===== config.mk =====
export PLATFORM = sky130hd
export DESIGN_NAME = seg_pipe_addsub
export DESIGN_NICKNAME = d
export VERILOG_FILES = /design/src/rtl/adder_pkg.sv /design/src/rtl/seg_add.sv /design/src/rtl/seg_pipe_addsub.sv
export SDC_FILE = /design/constraint.sdc
export NUM_CORES = 1
export LEC_CHECK = 0
export ABC_CLOCK_PERIOD_IN_PS = 2900
export BUFFER_PORTS_ARGS = -buffer_cell sky130_fd_sc_hd__buf_2
export CAP_MARGIN = 40
export CORE_MARGIN = 2
export CORE_UTILIZATION = 45
export CTS_CLUSTER_SIZE = 25
export DETAILED_ROUTE_END_ITERATION = 12
export PLACE_DENSITY_LB_ADDON = 0.05
export RECOVER_POWER = 50
export SYNTH_ARGS = -nofsm -noshare
export SYNTH_HDL_FRONTEND = slang
export SYNTH_HIERARCHICAL = 1
export SYNTH_SLANG_ARGS = --single-unit

===== constraint.sdc =====
create_clock -name clk -period 2.9 [get_ports clk]
set_clock_uncertainty 0.15 [all_clocks]
set_input_delay 0.58 -clock clk [delete_from_list [all_inputs] [get_ports clk]]
set_output_delay 0.58 -clock clk [all_outputs]
set_load 0.01 [all_outputs]

===== src/rtl/adder_pkg.sv =====
// Shared types and helpers for the segmented pipelined add/subtract unit.
// The full-adder cell lives here so every segment is built from the same gate-level equation.
package adder_pkg;

  typedef enum logic {
    OP_ADD = 1'b0,
    OP_SUB = 1'b1
  } op_e;

  function automatic int nseg_of(input int width, input int seg);
    return width / seg;
  endfunction

  // The split is legal only when the segments tile the word exactly.
  function automatic bit seg_split_ok(input int width, input int seg);
    return (seg > 0) && (width >= seg) && ((width % seg) == 0);
  endfunction

  // Full-adder cell: returns {carry_out, sum}.
  function automatic logic [1:0] full_add(input logic x, input logic y, input logic ci);
    return {(x & y) | (x & ci) | (y & ci), x ^ y ^ ci};
  endfunction

endpackage


===== src/rtl/seg_add.sv =====
// SEG-bit combinational ripple adder built from the full-adder cell.
// c_msb_in exposes the carry into the top bit so the last segment can flag signed overflow.
module seg_add
  import adder_pkg::*;
#(
  parameter int SEG = 4
) (
  input  logic [SEG-1:0] a,
  input  logic [SEG-1:0] b,
  input  logic           cin,
  output logic [SEG-1:0] s,
  output logic           cout,
  output logic           c_msb_in
);

  logic [SEG:0] c;

  always_comb begin
    c    = '0;
    s    = '0;
    c[0] = cin;
    for (int i = 0; i < SEG; i++) begin
      {c[i+1], s[i]} = full_add(a[i], b[i], c[i]);
    end
  end

  assign cout     = c[SEG];
  assign c_msb_in = c[SEG-1];

endmodule


===== src/rtl/seg_pipe_addsub.sv =====
// WIDTH-bit add/subtract resolved one SEG-bit segment per pipeline stage.
// Handshake: a beat moves only on valid & ready; the whole pipe advances when !out_valid | out_ready.
module seg_pipe_addsub
  import adder_pkg::*;
#(
  parameter int WIDTH = 16,
  parameter int SEG   = 4
) (
  input  logic             clk,
  input  logic             rst_n,
  input  logic             in_valid,
  output logic             in_ready,
  input  op_e              op,
  input  logic [WIDTH-1:0] a,
  input  logic [WIDTH-1:0] b,
  input  logic             c_in,
  output logic             out_valid,
  input  logic             out_ready,
  output logic [WIDTH-1:0] s,
  output logic             c_out,
  output logic             ovf
);

  localparam int NSEG = nseg_of(WIDTH, SEG);

  if (!seg_split_ok(WIDTH, SEG)) begin : g_bad_split
    $error("seg_pipe_addsub: WIDTH must be a non-zero multiple of SEG");
  end

  // Stage k register holds the beat after segment k has been resolved;
  // the last stage register is the output register.
  logic             v_q  [NSEG];
  logic [WIDTH-1:0] a_q  [NSEG];
  logic [WIDTH-1:0] b_q  [NSEG];
  logic [WIDTH-1:0] s_q  [NSEG];
  logic             c_q  [NSEG];
  logic             cm_q [NSEG];

  logic [SEG-1:0]   seg_a  [NSEG];
  logic [SEG-1:0]   seg_b  [NSEG];
  logic [SEG-1:0]   seg_s  [NSEG];
  logic             seg_ci [NSEG];
  logic             seg_co [NSEG];
  logic             seg_cm [NSEG];

  logic             advance;
  logic [WIDTH-1:0] b_eff;
  logic             cin_eff;

  assign out_valid = v_q[NSEG-1];
  assign advance   = !out_valid || out_ready;
  assign in_ready  = advance;

  // Subtraction is a + ~b + ~c_in, so B and the carry are inverted at capture.
  assign b_eff   = b ^ {WIDTH{op == OP_SUB}};
  assign cin_eff = c_in ^ (op == OP_SUB);

  for (genvar k = 0; k < NSEG; k++) begin : g_stage
    if (k == 0) begin : g_first
      assign seg_a[k]  = a[SEG-1:0];
      assign seg_b[k]  = b_eff[SEG-1:0];
      assign seg_ci[k] = cin_eff;
    end else begin : g_rest
      assign seg_a[k]  = a_q[k-1][k*SEG +: SEG];
      assign seg_b[k]  = b_q[k-1][k*SEG +: SEG];
      assign seg_ci[k] = c_q[k-1];
    end

    seg_add #(.SEG(SEG)) u_seg_add (
      .a        (seg_a[k]),
      .b        (seg_b[k]),
      .cin      (seg_ci[k]),
      .s        (seg_s[k]),
      .cout     (seg_co[k]),
      .c_msb_in (seg_cm[k])
    );
  end

  always_ff @(posedge clk or negedge rst_n) begin
    if (!rst_n) begin
      for (int k = 0; k < NSEG; k++) begin
        v_q[k]  <= 1'b0;
        a_q[k]  <= '0;
        b_q[k]  <= '0;
        s_q[k]  <= '0;
        c_q[k]  <= 1'b0;
        cm_q[k] <= 1'b0;
      end
    end else if (advance) begin
      v_q[0] <= in_valid;
      if (in_valid) begin
        a_q[0]  <= a;
        b_q[0]  <= b_eff;
        s_q[0]  <= WIDTH'(seg_s[0]);
        c_q[0]  <= seg_co[0];
        cm_q[0] <= seg_cm[0];
      end
      // Bubbles shift along with real beats; only the valid bit matters for them.
      for (int k = 1; k < NSEG; k++) begin
        v_q[k]                  <= v_q[k-1];
        a_q[k]                  <= a_q[k-1];
        b_q[k]                  <= b_q[k-1];
        s_q[k]                  <= s_q[k-1];
        s_q[k][k*SEG +: SEG]    <= seg_s[k];
        c_q[k]                  <= seg_co[k];
        cm_q[k]                 <= seg_cm[k];
      end
    end
  end

  assign s     = s_q[NSEG-1];
  assign c_out = c_q[NSEG-1];
  assign ovf   = c_q[NSEG-1] ^ cm_q[NSEG-1];

endmodule


After elaboration in Yosys (flattened, before gate mapping)
Cells that the tools add are included.
Widths: inputs -> output; s select.
- bits in registers: 145
- input bits: 38
- output and inout port bits: 20
- word-level logic and storage cells: 137
- bitwise logic cells: 115
- reduce and logical (&&, ||, !) cells: 3
- operator list (operator ; number):
    $and 1x1->1 ; 48
    $xor 1x1->1 ; 34
    $or 1x1->1 ; 32
    $xor 16x16->16 ; 1
    $reduce_and 2->1 ; 1
    $logic_not 1->1 ; 1
    $logic_or 1x1->1 ; 1

Logic depth before layout (Yosys ltp)
Gate-level depths: netlist of the first run.
- depth after elaboration: 13
- depth in mapped cells: 12
- depth with buffers taken out: 10

Modules after synthesis
Netlist of the first run, hierarchy kept.
- modules (own cells, without submodules) (module ; times used ; cells an instance ; area an instance (sq um) ; sequential area each (sq um)):
    seg_pipe_addsub ; 1 ; 257 ; 3963.8 ; 2427.3
    seg_add ; 4 ; 14 ; 117.6 ; 0.0

Worst setup path after synthesis of the first run
Ideal clock, no wire load.
- path type: in2reg
- start point: in op
- end point: reg s_q[51] (netlist bit)
- library setup time: 125 ps
- data arrival time: 2736 ps
- required time: 2625 ps
- slack: -111 ps
- stages on the path: 12
- path buffers: 2
- cell sequence: buf_2 > buf_4 > xor2_1 > inv_1 > fa_1 > inv_1 > fa_1 > fa_1 > inv_1 > fa_1 > inv_1 > mux2_4
- RTL lines (element ; line ; source):
    from (decl) ; seg_pipe_addsub.sv:13 ; input op_e op,
    to (signal, indexed assignment) ; seg_pipe_addsub.sv:103 ; s_q[k] <= s_q[k-1];
    to (signal, indexed assignment) ; seg_pipe_addsub.sv:104 ; s_q[k][k*SEG +: SEG] <= seg_s[k];
    to (decl) ; seg_pipe_addsub.sv:35 ; logic [WIDTH-1:0] s_q [NSEG];

Worst setup path in the final report of the first run
- start point: reg v_q, in the netlist out_valid
- end point: out in_ready
- cells in the longest elaborated chain, start to end: 2
- ends and longest elaborated chain (element ; line ; source):
    from (decl) ; seg_pipe_addsub.sv:32 ; logic v_q [NSEG];
    from (signal, indexed assignment) ; seg_pipe_addsub.sv:100 ; v_q[k] <= v_q[k-1];
    $logic_not 1->1 ; seg_pipe_addsub.sv:51 ; assign advance = !out_valid || out_ready;
    $logic_or 1x1->1 ; seg_pipe_addsub.sv:51 ;
    to (decl) ; seg_pipe_addsub.sv:12 ; output logic in_ready,
No other way between the ends.

==> flow_summary_export.csv, run 1 <==
group,metric,value,unit
floorplanning,coreArea,9684,sq um
global_routing,antenna_found_initial,0,
power,finalPower,4980,uW
synthesis,synth_area_per_cell,14.17,sq um
sta,worst_slew_pin_slew,1.134,ns
synthesis,ys_ff_latch,97,
critical_path,crit_slowest_cell,"nand2b_1",
critical_path,cp-start-kind,"flop",
global_routing,grt_overflow_total,0,
drt,ant_nets,0,
floorplanning,io_pins,58,
sta,relSlewSlack,0.2439,
layout,final_cell_mix,"dfrtp_1, mux2_2, buf_2",
drt,drt-initial-drc-count,70,
layout,final_nets,409,
floorplanning,die_w,103.3,microns
sta,rsz0062_at_grt,"no",
sta,hold_viol_final,0,
clock_network,root_buffer,"clkbuf_8",
critical_path,cp.required,2.17,ns
floorplanning,die_height,103.3,microns
critical_path,critPathMaxFanout,23,
clock_network,cts_buffer_depth,2,
placed_design,place.gp.congestion,0.7116,
layout,post-route-util,0.5036,
layout,fillCellCount,905,
critical_path,path_delay_family,"simple AND/OR/NAND/NOR gates",
clock_network,postCtsSetupBuffers,0,
layout,postLayoutCellArea,4877,sq um
power,ir_drop,404.8,uV
critical_path,cp.arrival,1.81,ns
critical_path,worst_path_largest_cell_delay,0.77,ns
run,maxCapViolCount,0,
clock_network,numCtsBuffers,9,
sta,period_minus_slack,2.538,ns
worst_hold_path,hold_path_class,"in2async",
power,pwr_density_cell,1021,nW/um^2
global_routing,grt_pass1_vias,2305,
critical_path,crit_buf_inv,1,
global_routing,grt_pass1_wl,11710,microns
sta,tns,0,ns
drt,drt_pre_antenna_iters,4,
synthesis,synth_seq_area_share,0.5474,
power,leakage,0.002275,uW
clock_network,clk_pin_slew,0.09,ns
critical_path,crit_chain,"nand2b_1, buf_2",
clock_network,cts_tree,"built",
drt,drc,0,
clock_network,insertion_delay,0.36,ns
synthesis,synth_cell_types,15,
layout,syn_to_final_growth,9.989,%
placed_design,hpwl,4724,microns
clock_network,ctsHtreeMaxLevel,3,
global_routing,grt_max_degree,47,
drt,routed-via-count,2273,
sta,drv_slew,0,
global_routing,grtUsageTotal,0.1482,
floorplanning,row_count,36,
drt,routed_via_density,4.611,
placed_design,dpl_cell_area,4718,sq um
critical_path,worstSetupEndpointType,"output pin",
synthesis,synth_area,4434,sq um
floorplanning,start_util,0.4579,
clock_network,hold_buffers,0,
synthesis,ys_warn_count,6,
synthesis,syn-num-nets,367,
outcome,status,"finished clean",
critical_path,crit_type,"reg2out",
layout,antenna_cells,0,
clock_network,post_cts_resized,0,
sta,fin_crit_sh,0.8752,
layout,drive_gt1_frac,0.4444,
synthesis,synth_cells,313,
layout,final_common_cell,"dfrtp_1",
floorplanning,die_area,10660,sq um
drt,wl_per_cell,13.97,microns
drt,wirelength,6888,microns
clock_network,cts_sinks,97,
sta,max_freq,394.0,MHz
placed_design,io_buffers,57,
sta,finalSetupViolCount,0,
## area by class of cell
| class | instances | area [sq um] | area share |
|---|---|---|---|
| tap | 133 | 166.4 | 0.03412 |
| timing repair buffer | 62 | 316.6 | 0.06491 |
| clock inverter | 5 | 56.30 | 0.01154 |
| multi-input combinational | 145 | 1629 | 0.3340 |
| clock buffer | 11 | 131.4 | 0.02694 |
| sequential | 97 | 2427 | 0.4977 |
| inverter | 40 | 150.1 | 0.03079 |
## kinds of logic (layout without fill, tap and decap cells)
family	Yosys count	count (layout)	share of synthesized area
XOR/XNOR	18	18	0.03555
multiplexers	84	84	0.2277
buffers and inverters	71	118	0.08352
adder cells (fa/ha/maj)	16	16	0.07224
flip-flops	97	97	0.5474
AND/OR/NAND/NOR	3	3	0.006490
AO/OA/AOI/OAI	24	24	0.02709
## routing by layer
layer / up-vias / GRT usage / routed length, microns
met1: 1129 / 0.2342 / 3731
met4: 0 / 0.07895 / 163
met5: - / 0 / 0
met3: 11 / 0.02957 / 253
met2: 52 / 0.1888 / 2740
li1: 1081 / - / -
## registers in the layout (all words and copies together) (netlist names), 3 cells and up
name / count
a_q: 24
b_q: 24
s_q: 24
s: 16
c_q: 3
v_q: 3
## worst reg2reg max path: stages (launching register included)
cell and delay (ns):
dfrtp_1 0.38, nand2b_1 0.77, and2_4 0.64, mux2_4 0.35
## metrics by stage
| stage | worst slack [ns] | hold WS [ns] | cells |
|---|---|---|---|
| floorplan | 0.002890 | 0.1344 | 313 |
| global placement | 0.09033 | 0.3011 | 477 |
| detailed placement | 0.03659 | 0.3030 | 477 |
| CTS | 0.4408 | 0.07645 | 493 |
| global route | 0.2073 | 0.2768 | 493 |
| finish | 0.3618 | 0.2812 | 493 |
## synth_stat cells
cell,count,share of area
mux2_2,67,0.17
xor2_1,6,0.012
and2_4,1,0.0020
mux2_4,17,0.058
a21oi_1,24,0.027
nand2b_1,1,0.0014
fa_1,16,0.072
nand2b_4,1,0.0031
dfrtp_1,97,0.55
clkbuf_1,2,0.0017
buf_2,8,0.0090
inv_1,40,0.034
buf_4,17,0.029
buf_6,4,0.010
xnor2_1,12,0.024
## worst paths after layout
check                           startpoint  slack, ns   endpoint  cells past startpoint
worst max-delay path             out_valid       0.36   in_ready                      2
worst min-delay path                 rst_n       0.28     v_q[2]                      1
worst max register to register   out_valid       0.49    s_q[50]                      3
worst min register to register      v_q[1]       0.32  out_valid                      1
max in group asynchronous            rst_n       0.86    a_q[45]                      2
min in group clk                     a[11]       0.29    a_q[59]                      2
## power breakdown
group / internal [uW] / switching, uW
registers: 1980 / 324
clock network: 398 / 451
logic: 1050 / 771
total: 3430 / 1550
No activity file was read; power rests on OpenSTA's default activity.
==> run 2, diff against run 1 <==
ABC_CLOCK_PERIOD_IN_PS = 3100   (was 2900)
clock period = 3.1 ns   (was 2.9 ns; I/O delays follow)
==> flow_summary_export.csv, run 2 (synthesis gave the netlist of run 1 again) <==
group,metric,value,unit
floorplanning,row_count,36,
layout,antenna_cells,0,
sta,tns,0,ns
floorplanning,die_area,10660,sq um
drt,wl_per_cell,13.95,microns
power,finalPower,4698,uW
sta,relSlewSlack,-0.1602,
global_routing,antenna_found_initial,0,
layout,final_common_cell,"dfrtp_1",
power,ir_drop,434.4,uV
critical_path,cp-start-kind,"primary input",
clock_network,insertion_delay,0.36,ns
critical_path,cp.arrival,2.54,ns
layout,drive_gt1_frac,0.4472,
sta,period_minus_slack,2.442,ns
clock_network,post_cts_resized,0,
layout,top_regs,"a_q: 24 flops, b_q: 24 flops, s_q: 24 flops",
global_routing,grtUsageTotal,0.1463,
drt,drt-initial-drc-count,69,
critical_path,crit_type,"in2reg",
critical_path,critPathMaxFanout,4,
drt,ant_nets,0,
sta,hold_viol_final,0,
clock_network,cts_sinks,97,
critical_path,ff2ff_setup_slack,0.72,ns
drt,drt_pre_antenna_iters,4,
floorplanning,die_height,103.3,microns
sta,hold_slack,0.3189,ns
outcome,status,"finished with violations",
critical_path,cp.required,3.20,ns
layout,syn_to_final_growth,11.00,%
clock_network,ctsHtreeMaxLevel,3,
power,pwr_density_cell,954.5,nW/um^2
global_routing,grt_pass1_wl,11730,microns
drt,routed-via-count,2265,
clock_network,numCtsBuffers,9,
sta,worst_slew_pin_slew,1.740,ns
power,leakage,0.002294,uW
global_routing,grt_max_degree,75,
drt,routed_via_density,4.594,
clock_network,hold_buffers,0,
sta,rsz0062_at_grt,"no",
clock_network,clk_pin_slew,0.09,ns
sta,fin_crit_sh,0.7878,
floorplanning,coreArea,9684,sq um
clock_network,cts_tree,"built",
placed_design,io_buffers,57,
layout,final_nets,409,
sta,max_freq,409.5,MHz
critical_path,worstRegToRegCells,9,
critical_path,crit_path_start,"op",
clock_network,postCtsSetupBuffers,0,
run,maxCapViolCount,1,
placed_design,place.gp.congestion,0.7167,
critical_path,crit_end,"s_q[51]",
drt,wirelength,6875,microns
critical_path,worstSetupEndpointType,"flop",
layout,fillCellCount,897,
worst_hold_path,hold_path_class,"reg2reg",
floorplanning,io_pins,58,
placed_design,hpwl,4651,microns
outcome,failed_checks,"max-capacitance violations, max-slew violations",
clock_network,cts_buffer_depth,2,
sta,drv_slew,32,
global_routing,grt_pass1_vias,2312,
global_routing,grt_overflow_total,0,
drt,drc,0,
floorplanning,start_util,0.4579,
sta,finalSetupViolCount,0,
floorplanning,die_w,103.3,microns
clock_network,root_buffer,"clkbuf_8",
layout,final_cell_mix,"dfrtp_1, mux2_2, buf_2",
critical_path,r2r-start,"a_q[28]",
critical_path,reg2reg_to,"s[15]",
## run 2: cell types whose count changed in the layout (fill, tap and decap cells not counted), sizes merged
cell | previous run | this run
buf | 59 | 60
clkinv | 3 | 2
## run 2: critical path, cell delays in order
cell    delay (ns)
buf_2         0.13
xor2_1        0.15
inv_1         0.07
fa_1          0.38
inv_1         0.08
fa_1          0.17
fa_1          0.16
inv_1         0.05
fa_1          0.47
inv_1         0.04
mux2_4        0.24
## run 2: layout make-up
cell class                 instances  area (sq um)  area share
timing repair buffer              62         344.1     0.06990
clock buffer                      12         155.1     0.03152
tap                              133         166.4     0.03381
multi-input combinational        145          1628      0.3307
sequential                        97          2427      0.4931
clock inverter                     4         51.30     0.01042
inverter                          40         150.1     0.03050
## run 2: how the worst min path moves through the flow
stage / endpoint / slack, ns / start / cells past startpoint
5_1_grt: a_q[61] / 0.33 / a[13] / 2
3_5_place_dp: out_valid / 0.30 / v_q[1] / 1
4_1_cts: s[3] / 0.05 / rst_n / 1
6_report: out_valid / 0.32 / v_q[1] / 1
3_3_place_gp: out_valid / 0.29 / v_q[1] / 1
2_1_floorplan: a_q[28] / 0.17 / rst_n / 0
## run 2: stage by stage
stage,area (sq um),utilization,std cells,setup WS (ns)
detailed placement,4731,0.4885,477,0.2598
CTS,4937,0.5098,493,0.6521
global route,4922,0.5083,493,0.3649
global placement,4731,0.4885,477,0.2744
finish,4922,0.5083,493,0.6577
floorplan,4434,-,313,0.04926
## run 2: power by group
part	leakage, uW	total (uW)	internal (uW)	switching (uW)
Combinational	0.00108	1700	981	719
Clock	0.000103	836	418	418
Sequential	0.00111	2160	1860	307
## run 2: per-layer routing
| layer | GRT usage | part of all wire |
|---|---|---|
| met1 | 0.2307 | 0.54 |
| met2 | 0.1928 | 0.41 |
| met3 | 0.03091 | 0.041 |
| met4 | 0.06377 | 0.016 |
| met5 | 0 | 0 |
